### src/rtl/display_source_sched_if.sv
// Bus between the display sources and display_source_sched: request levels and
// packed source words in, the selected word plus grant/owner/busy status out.
interface display_source_sched_if #(
    parameter int NREQ = 4
);
    logic [NREQ-1:0]    req;
    logic [16*NREQ-1:0] word_in;
    logic [15:0]        dataword;
    logic [NREQ-1:0]    grant;
    logic [1:0]         owner;
    logic               busy;

    modport master (output req, word_in, input dataword, grant, owner, busy);
    modport slave  (input req, word_in, output dataword, grant, owner, busy);
endinterface

### src/rtl/display_source_sched.sv
// Round-robin time-sharing of the four-digit hex display between NREQ sources,
// with a minimum dwell per grant. Optional macro SRC_TAG_EN puts the owner index in the top digit.
//
// state  | meaning
// IDLE   | no owner, grant=0, dataword holds last word
// SHOW   | owner's word tracked every cycle, dwell counter running/saturated
// ROTATE | one cycle: pointer moves past owner, next owner picked, dataword held
module display_source_sched #(
    parameter int NREQ  = 4,
    parameter int DWELL = 100000000,
    parameter int CNT_W = 27
) (
    input  logic                   clk,
    input  logic                   rst_n,
    display_source_sched_if.slave  bus
);
    typedef enum logic [1:0] {IDLE, SHOW, ROTATE} state_t;

    localparam logic [CNT_W-1:0] CNT_LAST  = CNT_W'(DWELL - 1);
    localparam logic [1:0]       OWNER_MAX = 2'(NREQ - 1);

    state_t           state_q;
    logic [CNT_W-1:0] cnt_q;
    logic [1:0]       ptr_q;
    logic [1:0]       owner_q;
    logic [NREQ-1:0]  grant_q;
    logic [15:0]      dataword_q;
    logic             busy_q;

    logic [1:0]       base;
    logic [2:0]       sum;
    logic [1:0]       pick_idx;
    logic             pick_found;
    logic [NREQ-1:0]  pick_onehot;
    logic [15:0]      owner_word;
    logic [15:0]      show_word;
    logic             dwell_done;
    logic             others_req;
    logic             owner_req;

    // Search upward from base with wrap; descending loop so the nearest index wins.
    // In ROTATE base is owner+1, which leaves the owner as the last candidate.
    always_comb begin
        base = ptr_q;
        if (state_q == ROTATE)
            base = (owner_q == OWNER_MAX) ? 2'd0 : owner_q + 2'd1;
        sum        = '0;
        pick_idx   = '0;
        pick_found = 1'b0;
        for (int k = NREQ - 1; k >= 0; k--) begin
            sum = {1'b0, base} + 3'(k);
            if (sum >= 3'(NREQ))
                sum = sum - 3'(NREQ);
            if (bus.req[sum[1:0]]) begin
                pick_idx   = sum[1:0];
                pick_found = 1'b1;
            end
        end
        pick_onehot           = '0;
        pick_onehot[pick_idx] = 1'b1;
    end

    always_comb begin
        owner_word = bus.word_in[15:0];
        for (int i = 1; i < NREQ; i++)
            if (owner_q == 2'(i))
                owner_word = bus.word_in[16*i +: 16];
    end

`ifdef SRC_TAG_EN
    assign show_word = {2'b00, owner_q, owner_word[11:0]};
`else
    assign show_word = owner_word;
`endif

    assign dwell_done = (cnt_q == CNT_LAST);
    assign others_req = |(bus.req & ~grant_q);
    assign owner_req  = |(bus.req & grant_q);

    always_ff @(posedge clk or negedge rst_n) begin
        if (!rst_n) begin
            state_q    <= IDLE;
            cnt_q      <= '0;
            ptr_q      <= '0;
            owner_q    <= '0;
            grant_q    <= '0;
            dataword_q <= 16'h0000;
            busy_q     <= 1'b0;
        end else begin
            case (state_q)
                IDLE: begin
                    grant_q <= '0;
                    busy_q  <= 1'b0;
                    if (pick_found) begin
                        state_q <= SHOW;
                        grant_q <= pick_onehot;
                        owner_q <= pick_idx;
                        cnt_q   <= '0;
                        busy_q  <= 1'b1;
                    end
                end
                SHOW: begin
                    dataword_q <= show_word;
                    if (!dwell_done) begin
                        cnt_q <= cnt_q + CNT_W'(1);
                    end else if (others_req) begin
                        state_q <= ROTATE;
                        busy_q  <= 1'b0;
                    end else if (!owner_req) begin
                        state_q <= IDLE;
                        grant_q <= '0;
                        busy_q  <= 1'b0;
                    end
                end
                ROTATE: begin
                    ptr_q <= base;
                    if (pick_found) begin
                        state_q <= SHOW;
                        grant_q <= pick_onehot;
                        owner_q <= pick_idx;
                        cnt_q   <= '0;
                        busy_q  <= 1'b1;
                    end else begin
                        // Requester vanished during the rotate cycle.
                        state_q <= IDLE;
                        grant_q <= '0;
                    end
                end
                default: state_q <= IDLE;
            endcase
        end
    end

    assign bus.dataword = dataword_q;
    assign bus.grant    = grant_q;
    assign bus.owner    = owner_q;
    assign bus.busy     = busy_q;
endmodule

### src/flat_wrapper.sv
// flat-port wrapper written by rule: the top's interface ports become plain ports
module display_source_sched_flat 
#(
    parameter int NREQ  = 4,
    parameter int DWELL = 100000000,
    parameter int CNT_W = 27
)
  (clk, rst_n, bus_req, bus_word_in, bus_dataword, bus_grant, bus_owner, bus_busy);
  display_source_sched_if #(.NREQ(NREQ)) bus_i ();
  input  logic clk;
  input  logic rst_n;
  input wire logic [$bits(bus_i.req)-1:0] bus_req;
  input wire logic [$bits(bus_i.word_in)-1:0] bus_word_in;
  output wire logic [$bits(bus_i.dataword)-1:0] bus_dataword;
  output wire logic [$bits(bus_i.grant)-1:0] bus_grant;
  output wire logic [$bits(bus_i.owner)-1:0] bus_owner;
  output wire logic [$bits(bus_i.busy)-1:0] bus_busy;
  assign bus_i.req = bus_req;
  assign bus_i.word_in = bus_word_in;
  assign bus_dataword = bus_i.dataword;
  assign bus_grant = bus_i.grant;
  assign bus_owner = bus_i.owner;
  assign bus_busy = bus_i.busy;
  display_source_sched #(.NREQ(NREQ), .DWELL(DWELL), .CNT_W(CNT_W)) u_core (.clk(clk), .rst_n(rst_n), .bus(bus_i));
endmodule
### config.mk
export PLATFORM = sky130hd
export DESIGN_NAME = display_source_sched_flat
export DESIGN_NICKNAME = d
export VERILOG_FILES = /design/src/rtl/display_source_sched_if.sv /design/src/rtl/display_source_sched.sv /design/src/flat_wrapper.sv
export SDC_FILE = /design/constraint.sdc
export NUM_CORES = 1
export LEC_CHECK = 0
export ABC_AREA = 1
export BUFFER_PORTS_ARGS = -buffer_cell sky130_fd_sc_hd__buf_2
export CORE_AREA = 2 2 89 91
export CTS_CLUSTER_DIAMETER = 100
export DETAILED_ROUTE_END_ITERATION = 10
export DIE_AREA = 0 0 91 93
export MAX_ROUTING_LAYER = met4
export PLACE_DENSITY_LB_ADDON = 0.3
export SLEW_MARGIN = 20
export SYNTH_ARGS = -nofsm -noshare
export SYNTH_HDL_FRONTEND = slang
export SYNTH_SLANG_ARGS = --single-unit
### constraint.sdc
create_clock -name clk -period 2.2 [get_ports clk]
set_input_delay 0.11 -clock clk [delete_from_list [all_inputs] [get_ports clk]]
set_output_delay 0.11 -clock clk [all_outputs]
set_load 0.05 [all_outputs]
==> reports/metrics.yaml, run 1 <==
placement:
  gp_congestion: 0.948
  dpl.hpwl_mm: 8.13
  preCtsSetupSlack_ps: -31.8
  post_dp_cell_area_um2: 4590
  io_buffers: 92
  placedCellCount: 778
sta:
  fmax_mhz: 495
  timing.slew.headroom: 0.682
  hold_viol: 0
  post-route-period-util: 0.919
  worst_pin_slew_ps: 476
  skew_ps: 7.88
  fin_ws_ps: 178
  period_minus_slack_ps: 2020
  rsz0062_at_grt: "no"
  slew_violations: 0
  whs_ps: 80.2
  finalSetupViolations: 0
floorplan:
  core-area_um2: 7530
  die_h_um: 93
  die_area_um2: 8460
  io_pins: 93
  start_util: 0.530
  num_rows: 32
  die_w_um: 91
worst_setup_path:
  arrival_ps: 2240
  r2r-end: "u_core.bus.grant[1]"
  r2r_slack_ps: 180
  cp_max_fo: 9
  r2r_start: "u_core.bus.owner[1]"
  slowest_delay_ps: 460
  crit_slowest_cell: "dfrtp_2"
  endpoint_kind: "register"
  critical_path_buf_inv_count: 1
  r2r_cells: 15
  cpMostUsedCell: "nand2_1"
  path_delay_family: "simple AND/OR/NAND/NOR gates"
  startpoint_type: "register"
  crit_chain: "ha_2 -> nor2_4 -> nand2_4 -> nand2_4 -> nand2_1 -> nand2_2 -> nand2_1 -> nand2_2 -> nand3_1 -> nand2_2 -> inv_1 -> nand2_1 -> nor2_1 -> nand2_1 -> nand2_1"
  worstSetupPathType: "register to register"
  required_ps: 2420
finish:
  finalNonFillerCells: 793
  layout-drive-gt1-share: 0.237
  area_growth_pct: 21.1
  fill_cells: 704
  fin_nets: 769
  fin_area_um2: 4830
  antennaDiodeCount: 0
  register_area_um2: 1350
  post-route-util: 0.641
  multi_input_area_um2: 2350
drt:
  drt-wirelength-per-cell_um: 13.5
  dr.pass1.iters: 5
  ant_nets: 0
  drtIter0Drc: 339
  totalWireLength_mm: 10.7
  num_vias: 4234
  avgViaCountPerCell: 5.34
  drc: 0
yosys:
  synth_top_area_frac: 0.339
  syn_area_um2: 3990
  synth_edf_count: 0
  yosysSeqAreaShare: 0.339
  syn-instance-count: 590
  synthArstFlopShare: 1.00
  synth_area_leaders: "dfrtp_1, nand2_1, nor2_1"
  yosysTopAreaCell: "dfrtp_1"
  synth_seq_cells: 54
  syn_area_per_cell_um2: 6.76
  yosysWarnings: 0
  ys.flop_type: "dfrtp_1"
  synth.net_count: 669
  yosys.cell_types.count: 38
clock_tree:
  cts_tree: "yes"
  cts-root-buf: "clkbuf_8"
  insertion_delay_ps: 320
  cts_sinks: 54
  cts_buffer_depth: 2
  cts_buffers: 5
  clk_pin_slew_ps: 100
  htreeDepth: 2
min_path:
  min_to: "u_core.bus.dataword[14]"
  hold_path.class: "primary input to register"
  hold_start: "bus_word_in[62]"
  hold_depth: 3
status:
  status: "finished, final reports clean"
power_and_ir_drop:
  power.density_nw_per_um2: 1240
  power.share.clock: 0.116
  seqPwrFrac: 0.242
  intPower_uw: 2840
  sw_frac_of_total: 0.525
  vdd_drop_max_mv: 1.06
  power.net_switching_uw: 3140
  p_comb_frac: 0.643
  p_leak_uw: 0.00237
global_route:
  overflow: 0
  grt_usage: 0.265
  grt_max_degree: 33
  grt_antenna_before_repair: 0
  grt_pass1_vias: 4041
  grt_pass1_wl_mm: 18.1
job:
  maxCapViolations: 0
[stage by stage]
step	TNS (ps)	power (uW)
after CTS	0	5810
after global routing	0	6460
after floorplan	0	4220
after global placement	0	5020
after detailed placement	-229	5120
final	0	5980
[tightest hold or removal path, delay by kind of cell]
family | cells | cell delay, ps
AOI/OAI and AO/OA | 2 | 170
buffers and inverters | 1 | 70
[area by class of cell]
type	count	area share
clock inverters	3	0.00907
repair buffers	114	0.143
well taps	102	0.0264
multi-input cells	465	0.488
flip-flops and latches	54	0.280
inverters	50	0.0394
clock buffers	5	0.0143
[layer usage]
metal | GRT usage | wire length (um) | up-vias
li1 | - | - | 2127
met1 | 0.331 | 4720 | 1983
met2 | 0.462 | 5440 | 108
met3 | 0.0306 | 403 | 16
met4 | 0.0694 | 169 | 0
met5 | - | 0 | -
[layout by cell type (no fill, tap or decap), types with 12 or more instances in the layout]
cell type  Yosys  final
inv_1         47     46
xor2_1        12     12
buf_2          2     92
nand2_2       11     12
nor2_1        78     78
nand2_1      166    165
a21oi_1       34     34
nand3_1       51     50
o31ai_1       16     16
o21ai_0       25     25
buf_4          1     17
dfrtp_1       54     52
nor3_1        16     16
[cells in the mapped netlist (11+ instances only)]
library cell,number
inv_1,47
nor3_1,16
nand2_2,11
a21oi_1,34
o21ai_0,25
nand2_1,166
nand3_1,51
clkbuf_1,14
xor2_1,12
nor2_1,78
dfrtp_1,54
o31ai_1,16
[worst max-delay path by stage]
stage / from / to / depth (start not counted)
global route: u_core.bus.owner[1] / u_core.cnt_q[15] / 13
finish: u_core.bus.owner[1] / u_core.bus.grant[1] / 15
detailed placement: u_core.state_q[0] / u_core.bus.grant[1] / 15
global placement: u_core.state_q[0] / u_core.bus.grant[1] / 16
CTS: u_core.bus.owner[0] / u_core.cnt_q[15] / 13
floorplan: u_core.bus.owner[0] / u_core.cnt_q[19] / 13
[what timing repair did]
action	in CTS	in global routing
gates resized for setup	1	6
hold buffers	1	0
pin swaps	0	4
setup buffers	0	4
endpoints found under the setup margin	22	35
cloned	0	2
hold endpoints to repair	14	0
[state kept, by name (all words and copies together) (netlist names)]
| register | flops |
|---|---|
| u_core.bus.owner | 2 |
| u_core.state_q | 2 |
| u_core.bus.grant | 4 |
| u_core.bus.dataword | 16 |
| u_core.bus.busy | 1 |
| u_core.cnt_q | 27 |
| u_core.ptr_q | 2 |
[power by group through the flow]
stage | clock [uW] | combinational [uW] | sequential, uW
2_1_floorplan | 0 | 2100 | 2110
3_3_place_gp | 0 | 3570 | 1450
3_5_place_dp | 0 | 3650 | 1460
4_1_cts | 702 | 3660 | 1450
5_1_grt | 738 | 4250 | 1470
6_report | 692 | 3840 | 1440
[cells by family (layout without fill, tap and decap cells)]
family	after synthesis	in the layout	share of synthesized area
compound gates	89	89	0.127
xor+xnor	12	12	0.0264
fa+ha+maj	9	9	0.0282
buf+inv	71	172	0.0784
flops	54	54	0.339
simple gates	355	355	0.401
No activity file was read; power rests on OpenSTA's default activity.
==> inputs of run 2 (changes only) <==
Settings changed: ABC_AREA 1 to default, CORE_AREA 2 2 89 91 to 2 2 84 86, DIE_AREA 0 0 91 93 to 0 0 86 88.
==> run 2 against run 1 <==
Global-route usage fell by 3.9 points; total power shrank 25%; fmax is 5.4% lower; register-to-register slack worse by 120 ps; clock power decreased by 13%; sequential power is 4% lower; sequential share of layout area up 4.5 points; synthesized cell count decreased by 37%; via count is 26% lower; clock-buffer cell count grew 1; flip-flop and latch count is the same; clock skew barely moved; highest routed layer unchanged.
==> reports/metrics.yaml, run 2 <==
global_route:
  overflow: 0
  grt_antenna_before_repair: 0
  grt_max_degree: 39
  grt_pass1_vias: 2919
  grt_usage: 0.226
  grt_pass1_wl_mm: 13.4
sta:
  finalSetupViolations: 0
  hold_viol: 0
  skew_ps: 7.78
  timing.slew.headroom: 0.586
  period_minus_slack_ps: 2140
  fin_ws_ps: 62.4
  fmax_mhz: 468
  slew_violations: 0
  worst_pin_slew_ps: 621
  post-route-period-util: 0.972
clock_tree:
  clk_pin_slew_ps: 100
  cts-root-buf: "clkbuf_8"
  cts_buffer_depth: 2
  insertion_delay_ps: 310
  htreeDepth: 2
  cts_buffers: 5
  cts_tree: "yes"
  cts_sinks: 54
floorplan:
  core-area_um2: 6640
  num_rows: 30
  die_w_um: 86
  io_pins: 93
  die_area_um2: 7570
  start_util: 0.515
  die_h_um: 88
worst_setup_path:
  r2r-end: "u_core.cnt_q[20]"
  r2r_start: "u_core.state_q[1]"
  r2r_slack_ps: 60
  r2r_cells: 7
  slowest_delay_ps: 460
  required_ps: 2450
  cp_max_fo: 7
  critical_path_buf_inv_count: 1
  arrival_ps: 2390
  startpoint_type: "register"
  path_delay_family: "simple AND/OR/NAND/NOR gates"
  crit_chain: "ha_4 -> or2_4 -> a2111oi_4 -> buf_4 -> nand3_1 -> or3_1 -> a21oi_1"
  worstSetupPathType: "register to register"
  crit_slowest_cell: "dfrtp_2"
  endpoint_kind: "register"
finish:
  layout_common_cells: "buf_2, dfrtp_1, nor2_1, mux2i_1, nand2_1"
  largest_register_ff_count: 27
  finalNonFillerCells: 551
  fin_area_um2: 4170
  fin_nets: 548
  post-route-util: 0.627
  top_register: "u_core.cnt_q"
  layout-drive-gt1-share: 0.291
  layout_commonest_cell: "buf_2"
  area_growth_pct: 21.9
drt:
  num_vias: 3143
  drtIter0Drc: 207
  drc: 0
  avgViaCountPerCell: 5.70
  drt-wirelength-per-cell_um: 14.9
  totalWireLength_mm: 8.20
  dr.pass1.iters: 4
  ant_nets: 0
min_path:
  hold_path.class: "primary input to register"
  hold_depth: 3
  hold_start: "bus_word_in[52]"
  min_to: "u_core.bus.dataword[4]"
yosys:
  syn_area_um2: 3420
  yosys.cell_types.count: 51
  synthArstFlopShare: 1.00
  syn_area_per_cell_um2: 9.24
  yosysMostFrequentCell: "dfrtp_1"
  synth_seq_cells: 54
  synth_area_leaders: "dfrtp_1, mux2i_1, o21ai_0"
  yosysWarnings: 0
  synth_top_area_frac: 0.395
  synth.net_count: 449
  ys_top_cells_by_count: "dfrtp_1, mux2i_1, nor2_1, nand2_1, o21ai_0"
  ys.flop_type: "dfrtp_1"
  synth_edf_count: 0
  yosysSeqAreaShare: 0.395
  yosysTopAreaCell: "dfrtp_1"
  syn-instance-count: 370
power_and_ir_drop:
  power_uw: 4460
  p_leak_uw: 0.00183
  vdd_drop_max_mv: 0.447
  power.density_nw_per_um2: 1070
status:
  status: "finished, final reports clean"
placement:
  dpl.hpwl_mm: 6.23
  gp_congestion: 0.882
  placedCellCount: 538
  io_buffers: 92
  preCtsSetupSlack_ps: 87.7
  post_dp_cell_area_um2: 4020
job:
  maxCapViolations: 0
-- run 2: cell types whose count changed in the layout (fill, tap and decap cells not counted), moves of 13 or more --
cell / delta
nor2_1: -42
inv_1: -39
mux2i_1: +36
nand3_1: -44
or3_1: +14
nand2_1: -132
o31ai_1: -13
-- run 2: routing by layer --
metal / part of all wire / GRT usage / wire length (um)
met2: 0.46 / 0.366 / 3800
met5: 0 / - / 0
met4: 0.012 / 0.0620 / 95
met3: 0.075 / 0.0405 / 617
met1: 0.45 / 0.293 / 3680
-- run 2: tightest hold or removal path, cell delays in order --
cell and delay (ps):
buf_2 80, mux2i_1 60, a21oi_1 130
-- run 2: final cells by class --
type                       instances  area, um^2
antenna                            1        2.50
clock buffer                       6        82.6
clock inverter                     2        16.3
fill                             566        2480
inverter                           8        30.0
multi-input combinational        289        1960
sequential                        54        1360
tap                               80         100
timing repair buffer             111         618
-- run 2: cells by family after synthesis --
logic type / after synthesis / synth area share
simple gates: 148 / 0.237
compound gates: 85 / 0.165
flops: 54 / 0.395
mux: 36 / 0.105
buf+inv: 27 / 0.0362
xor+xnor: 11 / 0.0282
fa+ha+maj: 9 / 0.0329
-- run 2: worst max-delay path by stage --
stage / slack (ps) / to / start / cells past startpoint
after floorplan: 5 / u_core.bus.grant[0] / u_core.bus.owner[0] / 7
after global placement: 160 / u_core.cnt_q[24] / u_core.state_q[1] / 7
after detailed placement: 90 / u_core.cnt_q[23] / u_core.state_q[1] / 7
after CTS: 60 / u_core.cnt_q[26] / u_core.state_q[1] / 7
after global routing: -8 / u_core.cnt_q[23] / u_core.state_q[1] / 7
final: 60 / u_core.cnt_q[20] / u_core.state_q[1] / 7
-- run 2: timing repair --
action | CTS | global route
gates resized for setup | 0 | 4
hold endpoints to repair | 26 | 0
setup endpoints to repair | 0 | 27
setup buffers | 0 | 3
hold buffers | 1 | 0
-- run 2: report_power, final --
group	internal (uW)	switching (uW)	total [uW]
sequential	1240	148	1380
combinational	790	1690	2480
clock	260	340	600
total	2290	2180	4460
-- run 2: through the flow --
step	setup TNS, ps	hold slack, ps
6_report	0	104
5_1_grt	-13.7	116
4_1_cts	0	105
3_5_place_dp	0	176
3_3_place_gp	0	168
2_1_floorplan	0	-186
